--- src/rtl/char_vertical_ctrl.sv ---
// char_vertical_ctrl: vertical motion of the player character.
// Latches spring contact and jump-button requests while grounded and integrates
// velocity and gravity once per physics tick, producing the absolute char_Y.
// Optional feature macro: VARIABLE_JUMP_EN. When it is defined, releasing the
// button early during a button jump caps the upward speed at JUMP_CUT_V.
module char_vertical_ctrl #(
    parameter logic [8:0]  CHAR_SIZE = 9'd16,
    parameter logic [8:0]  START_Y   = 9'd100,
    parameter logic [19:0] TICK_DIV  = 20'd833333,
    parameter logic [5:0]  JUMP_V    = 6'd6,
    parameter logic [5:0]  SPRING_V  = 6'd10,
    parameter logic [5:0]  GRAVITY   = 6'd1,
    parameter logic [5:0]  MAX_FALL  = 6'd8
`ifdef VARIABLE_JUMP_EN
    ,
    parameter logic [5:0]  JUMP_CUT_V = 6'd2
`endif
) (
    input  logic       sys_clk,
    input  logic       sys_rst_n,
    input  logic       btn_jump,
    input  logic       spring_jump,
    input  logic [8:0] floor_Y,
    output logic [8:0] char_Y,
    output logic [5:0] vel_Y,
    output logic       airborne,
    output logic       landed
);

    typedef enum logic [1:0] {
        ST_GROUND = 2'd0,
        ST_RISE   = 2'd1,
        ST_FALL   = 2'd2
    } state_t;

    state_t      r_state;
    logic [19:0] r_tick_cnt;
    logic        r_btn_d;
    logic        r_btn_pend;
    logic        r_spring_pend;
    logic [8:0]  r_char_y;
    logic [5:0]  r_vel_y;
    logic        r_airborne;
    logic        r_landed;
`ifdef VARIABLE_JUMP_EN
    logic        r_from_btn;
`endif

    logic        w_tick;
    logic        w_btn_rise;
    logic [5:0]  w_vel_eff;
    logic [9:0]  w_next;
    logic [5:0]  w_vel_inc;
    logic [5:0]  w_fall_vel;
    logic [8:0]  w_land_y;
    logic        w_above_floor;
    logic        w_hit_floor;

    assign w_tick     = (r_tick_cnt == (TICK_DIV - 20'd1));
    assign w_btn_rise = btn_jump & ~r_btn_d;

    // Physics tick divider: one tick cycle every TICK_DIV clocks
    always_ff @(posedge sys_clk) begin
        if (!sys_rst_n) begin
            r_tick_cnt <= '0;
        end else if (w_tick) begin
            r_tick_cnt <= '0;
        end else begin
            r_tick_cnt <= r_tick_cnt + 20'd1;
        end
    end

    // Request latches: only armed while grounded, always cleared by a tick
    always_ff @(posedge sys_clk) begin
        if (!sys_rst_n) begin
            r_btn_d       <= 1'b0;
            r_btn_pend    <= 1'b0;
            r_spring_pend <= 1'b0;
        end else begin
            r_btn_d <= btn_jump;
            if (w_tick || (r_state != ST_GROUND)) begin
                r_btn_pend    <= 1'b0;
                r_spring_pend <= 1'b0;
            end else begin
                if (w_btn_rise)  r_btn_pend    <= 1'b1;
                if (spring_jump) r_spring_pend <= 1'b1;
            end
        end
    end

    // Effective velocity for this tick (early-release cut when enabled)
    always_comb begin
        w_vel_eff = r_vel_y;
`ifdef VARIABLE_JUMP_EN
        if ((r_state == ST_RISE) && r_from_btn && !btn_jump &&
            ($signed(r_vel_y) < $signed(6'd0 - JUMP_CUT_V))) begin
            w_vel_eff = 6'd0 - JUMP_CUT_V;
        end
`endif
    end

    // Position/velocity arithmetic shared by the motion states
    assign w_next        = {1'b0, r_char_y} + {{4{w_vel_eff[5]}}, w_vel_eff};
    assign w_vel_inc     = w_vel_eff + GRAVITY;
    assign w_fall_vel    = ($signed(w_vel_inc) > $signed(MAX_FALL)) ? MAX_FALL : w_vel_inc;
    assign w_land_y      = floor_Y - CHAR_SIZE;
    assign w_above_floor = (({2'b0, r_char_y} + {2'b0, CHAR_SIZE}) < {2'b0, floor_Y});
    assign w_hit_floor   = (({1'b0, w_next} + {2'b0, CHAR_SIZE}) >= {2'b0, floor_Y});

    // Motion FSM: all state and outputs update on tick cycles only
    always_ff @(posedge sys_clk) begin
        if (!sys_rst_n) begin
            r_state    <= ST_FALL;
            r_char_y   <= START_Y;
            r_vel_y    <= '0;
            r_airborne <= 1'b1;
            r_landed   <= 1'b0;
`ifdef VARIABLE_JUMP_EN
            r_from_btn <= 1'b0;
`endif
        end else begin
            r_landed <= 1'b0;
            if (w_tick) begin
                case (r_state)
                    ST_GROUND: begin
                        if (r_spring_pend) begin
                            r_vel_y    <= 6'd0 - SPRING_V;
                            r_state    <= ST_RISE;
                            r_airborne <= 1'b1;
`ifdef VARIABLE_JUMP_EN
                            r_from_btn <= 1'b0;
`endif
                        end else if (r_btn_pend) begin
                            r_vel_y    <= 6'd0 - JUMP_V;
                            r_state    <= ST_RISE;
                            r_airborne <= 1'b1;
`ifdef VARIABLE_JUMP_EN
                            r_from_btn <= 1'b1;
`endif
                        end else if (w_above_floor) begin
                            r_vel_y    <= '0;
                            r_state    <= ST_FALL;
                            r_airborne <= 1'b1;
                        end else begin
                            r_char_y <= w_land_y;
                        end
                    end
                    ST_RISE: begin
                        if (w_next[9]) begin
                            r_char_y <= '0;
                            r_vel_y  <= '0;
                            r_state  <= ST_FALL;
                        end else begin
                            r_char_y <= w_next[8:0];
                            r_vel_y  <= w_vel_inc;
                            if (!w_vel_inc[5]) r_state <= ST_FALL;
                        end
                    end
                    ST_FALL: begin
                        if (w_hit_floor) begin
                            r_char_y   <= w_land_y;
                            r_vel_y    <= '0;
                            r_state    <= ST_GROUND;
                            r_airborne <= 1'b0;
                            r_landed   <= 1'b1;
                        end else begin
                            r_char_y <= w_next[8:0];
                            r_vel_y  <= w_fall_vel;
                        end
                    end
                    default: begin
                        r_state    <= ST_FALL;
                        r_airborne <= 1'b1;
                    end
                endcase
            end
        end
    end

    assign char_Y   = r_char_y;
    assign vel_Y    = r_vel_y;
    assign airborne = r_airborne;
    assign landed   = r_landed;

endmodule

--- config.mk ---
export PLATFORM = sky130hd
export DESIGN_NAME = char_vertical_ctrl
export DESIGN_NICKNAME = d
export VERILOG_FILES = /design/src/rtl/char_vertical_ctrl.sv
export SDC_FILE = /design/constraint.sdc
export NUM_CORES = 1
export LEC_CHECK = 0
export BUFFER_PORTS_ARGS = -buffer_cell sky130_fd_sc_hd__buf_2
export CAP_MARGIN = 20
export CORE_UTILIZATION = 55
export DETAILED_ROUTE_END_ITERATION = 10
export PLACE_DENSITY_LB_ADDON = 0.3
export SLEW_MARGIN = 30
export SYNTH_ARGS = -nofsm -noshare
export SYNTH_HDL_FRONTEND = slang
export SYNTH_SLANG_ARGS = --single-unit
--- constraint.sdc ---
create_clock -name sys_clk -period 9.9 [get_ports sys_clk]
set_clock_uncertainty 0.15 [all_clocks]
set_input_delay 1.98 -clock sys_clk [delete_from_list [all_inputs] [get_ports sys_clk]]
set_output_delay 1.98 -clock sys_clk [all_outputs]
set_load 0.03 [all_outputs]
======== After elaboration in Yosys (flattened, before gate mapping) ========
Cells that the tools add are included.
Widths: inputs -> output; s select.
storage, ports and cells
  register bits after elaboration ......... 42
  latch bits .............................. 0
  RAM bits ................................ 0
  memory bits (read-only) ................. 0
  input bits .............................. 13
  output and inout port bits .............. 17
  memories kept ........................... 0
cells by class
  add/sub/neg operators ................... 6
  multiply operators ...................... 0
  divide/modulo/power cells ............... 0
  order comparisons ....................... 3
  eq/ne operators ......................... 9
  shift operators ......................... 0
  mux-type cells .......................... 26
  bitwise operators ....................... 4
  reductions and logical operators ........ 11
operators with widths
  kind                   number
  $mux 9                 5
  $mux 6                 6
  $pmux 9 s3             1
  $add 20x1->20 const B  1
  $eq 20x20->1 const B   1
  $pmux 6 s3             1
  $mux 2                 6
  $add 10x5->11 const B  1
  $ge 11x9->1            1
  $add 9x10->10          1
  $add 9x5->10 const B   1
  $lt 10x9->1            1
  $sub 9x5->9 const B    1
  $ne 2x2->1 const B     4
  $reduce_and 4->1       2
  $add 6x1->6 const B    1
  $gt 6x5->1 const B     1
  $pmux 2 s3             1
  $reduce_and 3->1       2
  $mux 1                 5
  $reduce_and 5->1       1
  $ne 4x4->1 const B     1
  $reduce_or 2->1        2
  $ne 3x3->1 const B     1
  9 further kinds        11

======== Longest topological paths before layout ========
  depth after elaboration ................. 6
  mapped depth ............................ 21

======== Worst setup path before layout ========
No wires, ideal clock.
  path kind ............................... reg-to-reg
  start point ............................. reg r_vel_y[0], in the netlist vel_Y[0]
  end point ............................... reg r_char_y[2], in the netlist char_Y[2]
  library setup time ...................... 128 ps
  data arrival time ....................... 4185 ps
  path slack .............................. 5437 ps
  cell stages (with the launch flop) ...... 22
  clock period less this slack ............ 4463 ps
  cells stage by stage .................... dfxtp_1 ha_1 inv_1 fa_1 nand2b_1 a21bo_1 nand2_1 nand3_1 inv_1 ha_1 nand2_1 nor2_1 xnor2_1 ha_1 a2111oi_0 o21ai_0 a41o_1 a21oi_1 and3_1 a221oi_4 a311oi_1 o21ai_1
on the way
  longest elaborated chain between the ends .. 5
  elaborated cells on any way between the ends .. 6
  those cells by class .................... add/sub: 2; order compare: 1; mux: 3
RTL lines
  what                    line  source
  from (decl)             42    logic [5:0] r_vel_y;
  from (signal assigned)  127   r_vel_y <= 6'd0 - SPRING_V;
  from (signal assigned)  134   r_vel_y <= 6'd0 - JUMP_V;
  from (signal assigned)  155   r_vel_y <= w_vel_inc;
  $add 9x10->10 (*)       103   assign w_next = {1'b0, r_char_y} + {{4{w_vel_eff[5]}}, w_vel_eff};
  $add 10x5->11           108   assign w_hit_floor = (({1'b0, w_next} + {2'b0, CHAR_SIZE}) >= {2'b0, floor_Y});
  $ge 11x9->1             108
  $mux 9                  160   if (w_hit_floor) begin
  $pmux 9 s3 (*)          124   case (r_state)
  to (signal assigned)    154   r_char_y <= w_next[8:0];
  to (signal assigned)    161   r_char_y <= w_land_y;
  to (signal assigned)    167   r_char_y <= w_next[8:0];
  to (decl)               41    logic [8:0] r_char_y;
Mark *: on every way between the ends. The rest lies on a longest branch, timed or not.
A chain may end at the register's enable or synchronous reset.

======== Worst setup path in the final report ========
  start point ............................. reg r_vel_y[0], in the netlist vel_Y[0]
  end point ............................... reg r_char_y[1], in the netlist char_Y[1]
Same word-level chain as after synthesis.

==> impl_metrics.csv <==
group,metric,value,unit
run_status,status,"complete, no violations",
logic_synthesis,ys_top_cells_by_count,"dfxtp_1 (42), nor2_1 (40), nand2_1 (39), ha_1 (36), inv_1 (34)",
cts,ctsResizeCount,0,
global_routing,first_global_vias,3032,
sta,setup_tns,0,ns
logic_synthesis,yosys_warnings,0,
logic_synthesis,synth_edf_count,0,
die,fp.dieH,81.78,um
logic_synthesis,seq_area_frac_synth,24.02,%
route,dr_total_vias,3356,
sta,clock.fmax,200.6,MHz
sta,relSlewSlack,55.47,%
logic_synthesis,synth.largest_area_cell,"dfxtp_1",
cells_and_area,area_growth,8.864,%
logic_synthesis,async_reset_ff_share,0,%
placed_design,dp_cells,527,
logic_synthesis,synthCells,433,
sta,finalHoldViolations,0,
cells_and_area,final_net_count,509,
cts,cts_buffers,5,
placed_design,place_ws,5.006,ns
cts,cts_tree,"built",
sta,final.setup.worst_slack,4.914,ns
logic_synthesis,yosys.area.top_type_share,24.02,%
die,die_area,6688,um^2
sta,tightest_slew,0.6664,ns
logic_synthesis,syn-num-nets,483,
route,wirelength,8.827,mm
placed_design,gp_congestion,0.8743,
route,first_iter_violations,312,
route,drc,0,
cts,cts_max_level,2,
logic_synthesis,ys_seq_elements,42,
placed_design,portBuffers,29,
route,viasPerCell,6.273,
route,firstDrtPassIters,5,
global_routing,grt_pass1_wl,14.67,mm
route,wl_per_cell,16.50,um
setup_path,r2r_slack,4.91,ns
setup_path,path_max_fanout,9,
power,p_total,0.3344,mW
die,core_area,6026,um^2
power,ir_drop,96.02,uV
cells_and_area,fin_cells,535,
cts,clk_latency,0.29,ns
flow_run,drv_cap,0,
setup_path,worstPathRequired,9.95,ns
setup_path,cp-start-kind,"register",
logic_synthesis,ys.flop_type,"dfxtp_1",
global_routing,grt_max_degree,21,
setup_path,endpoint_kind,"register",
power,power_density,87.74,nW/um^2
logic_synthesis,synthMostInstantiatedCell,"dfxtp_1",
cts,clk_pin_slew,0.08,ns
sta,setup_viol,0,
cells_and_area,final_util,63.25,%
cells_and_area,fillers,545,
route,ant_nets,0,
die,num_rows,28,
die,ios,30,
hold_path,min_path_type,"register to register",
global_routing,grt_usage,28.38,%
sta,period_share,50.36,%
cts,cts_sinks,42,
logic_synthesis,synthTopCellsByArea,"dfxtp_1 (24%), ha_1 (13%), xnor2_1 (4.5%)",
sta,slew_viol_final,0,
setup_path,cp_data_arrival_time,5.03,ns
die,fp.dieW,81.78,um
logic_synthesis,syn_avg_cell_area,8.085,um^2
sta,grt_setup_unrepaired,"no",
setup_path,worstSetupPathType,"register to register",
die,start_util,58.10,%
cts,cts_hold_buf,0,
cts,root_buffer,"clkbuf_8",
cells_and_area,diodes,0,
power,p_leak,1.573,nW
cts,clock_path_buffers,2,
logic_synthesis,syn-cell-area,3501,um^2
sta,period_needed,4.986,ns
cts,cts_setup_buffers,0,
global_routing,overflow,0,
logic_synthesis,yosysUniqueCellTypes,70,
global_routing,antenna_found_initial,0,
cells_and_area,drive_gt1_share,12.61,%
placed_design,place_hpwl,6.813,mm
[final timing paths]
| kind | start | to | cells after the start |
|---|---|---|---|
| hold / removal | r_tick_cnt[0] | r_tick_cnt[0] | 1 |
| hold reg to reg | r_tick_cnt[0] | r_tick_cnt[0] | 1 |
| setup reg to reg | vel_Y[0] | char_Y[1] | 21 |
| setup / recovery | vel_Y[0] | char_Y[1] | 21 |
[area by class of cell]
cell class                      count  area [um^2]  area share, %
Multi-Input combinational cell    346         2490          65.33
Sequential cell                    42        840.8          22.06
Timing Repair Buffer               29        145.1          3.808
Inverter                           35        131.4          3.447
Tap cell                           75        93.84          2.462
Clock buffer                        6        72.57          1.904
Clock inverter                      2        37.54         0.9849
[cells in the final DEF, fill, tap and decap left out, types with 4 or more instances in the layout]
master / count
o31ai_1: 6
nor3_1: 7
ha_1: 36
nand4_1: 8
xnor2_1: 18
a211oi_1: 12
buf_2: 29
o21ai_0: 16
nor2b_1: 4
or3_1: 5
and2_1: 6
xor2_1: 12
a31oi_1: 11
inv_1: 34
nor2_1: 40
o211ai_1: 6
and3_1: 9
nand2b_1: 7
nand3_1: 19
a21oi_1: 19
nand2_1: 39
dfxtp_1: 42
clkbuf_8: 5
a21o_1: 8
[critical path, stage by stage, from the launching register on]
cell and delay, ns:
dfxtp_1 0.47, ha_1 0.26, inv_1 0.07, fa_1 0.40
nand2b_1 0.22, a21bo_1 0.21, nand2_1 0.05, nand3_1 0.18
inv_1 0.15, ha_1 0.27, nand2_1 0.09, nor2_1 0.12
xnor2_1 0.15, ha_1 0.27, a2111oi_0 0.38, o21ai_0 0.15
a41o_1 0.25, nand2_1 0.10, nand2_1 0.13, a21oi_4 0.29
o21ai_2 0.21, o31ai_1 0.30
[cell families (layout without fill, tap and decap cells)]
group / count (synthesis) / in the layout / share of synthesized area [%]
AND/OR/NAND/NOR: 158 / 158 / 23.02
AO/OA/AOI/OAI: 118 / 118 / 25.95
buffers and inverters: 45 / 72 / 4.860
flip-flops: 42 / 42 / 24.02
adder cells (fa/ha/maj): 37 / 37 / 13.44
XOR/XNOR: 32 / 32 / 8.435
multiplexers: 1 / 1 / 0.2859
[layer usage]
metal  GRT usage, %  vias up  share of wire [%]
met5              0        -                  0
met4          7.193        0                1.6
met3          4.778       17                6.7
met2          42.98      104                 45
met1          41.30     1602                 47
li1               -     1633                  -
[where the power goes]
group          internal (mW)  switching [mW]  leakage [nW]
sequential             0.170         0.00152         0.339
combinational        0.00982          0.0170          1.18
clock                 0.0753          0.0608        0.0514
total                  0.255          0.0793          1.57
[stage by stage]
step                cell area [um^2]  hold WS (ns)
floorplan                       3501        0.2875
global placement                3701        0.3084
detailed placement              3701        0.3149
CTS                             3811        0.3337
global route                    3811        0.3968
finish                          3811        0.3393
[sequential cells by signal (all words and copies together) (netlist names)]
signal         cells
airborne           1
r_btn_pend         1
r_spring_pend      1
r_state            2
char_Y             9
vel_Y              6
landed             1
r_btn_d            1
r_tick_cnt        20
(Power assumes the default switching activity.)
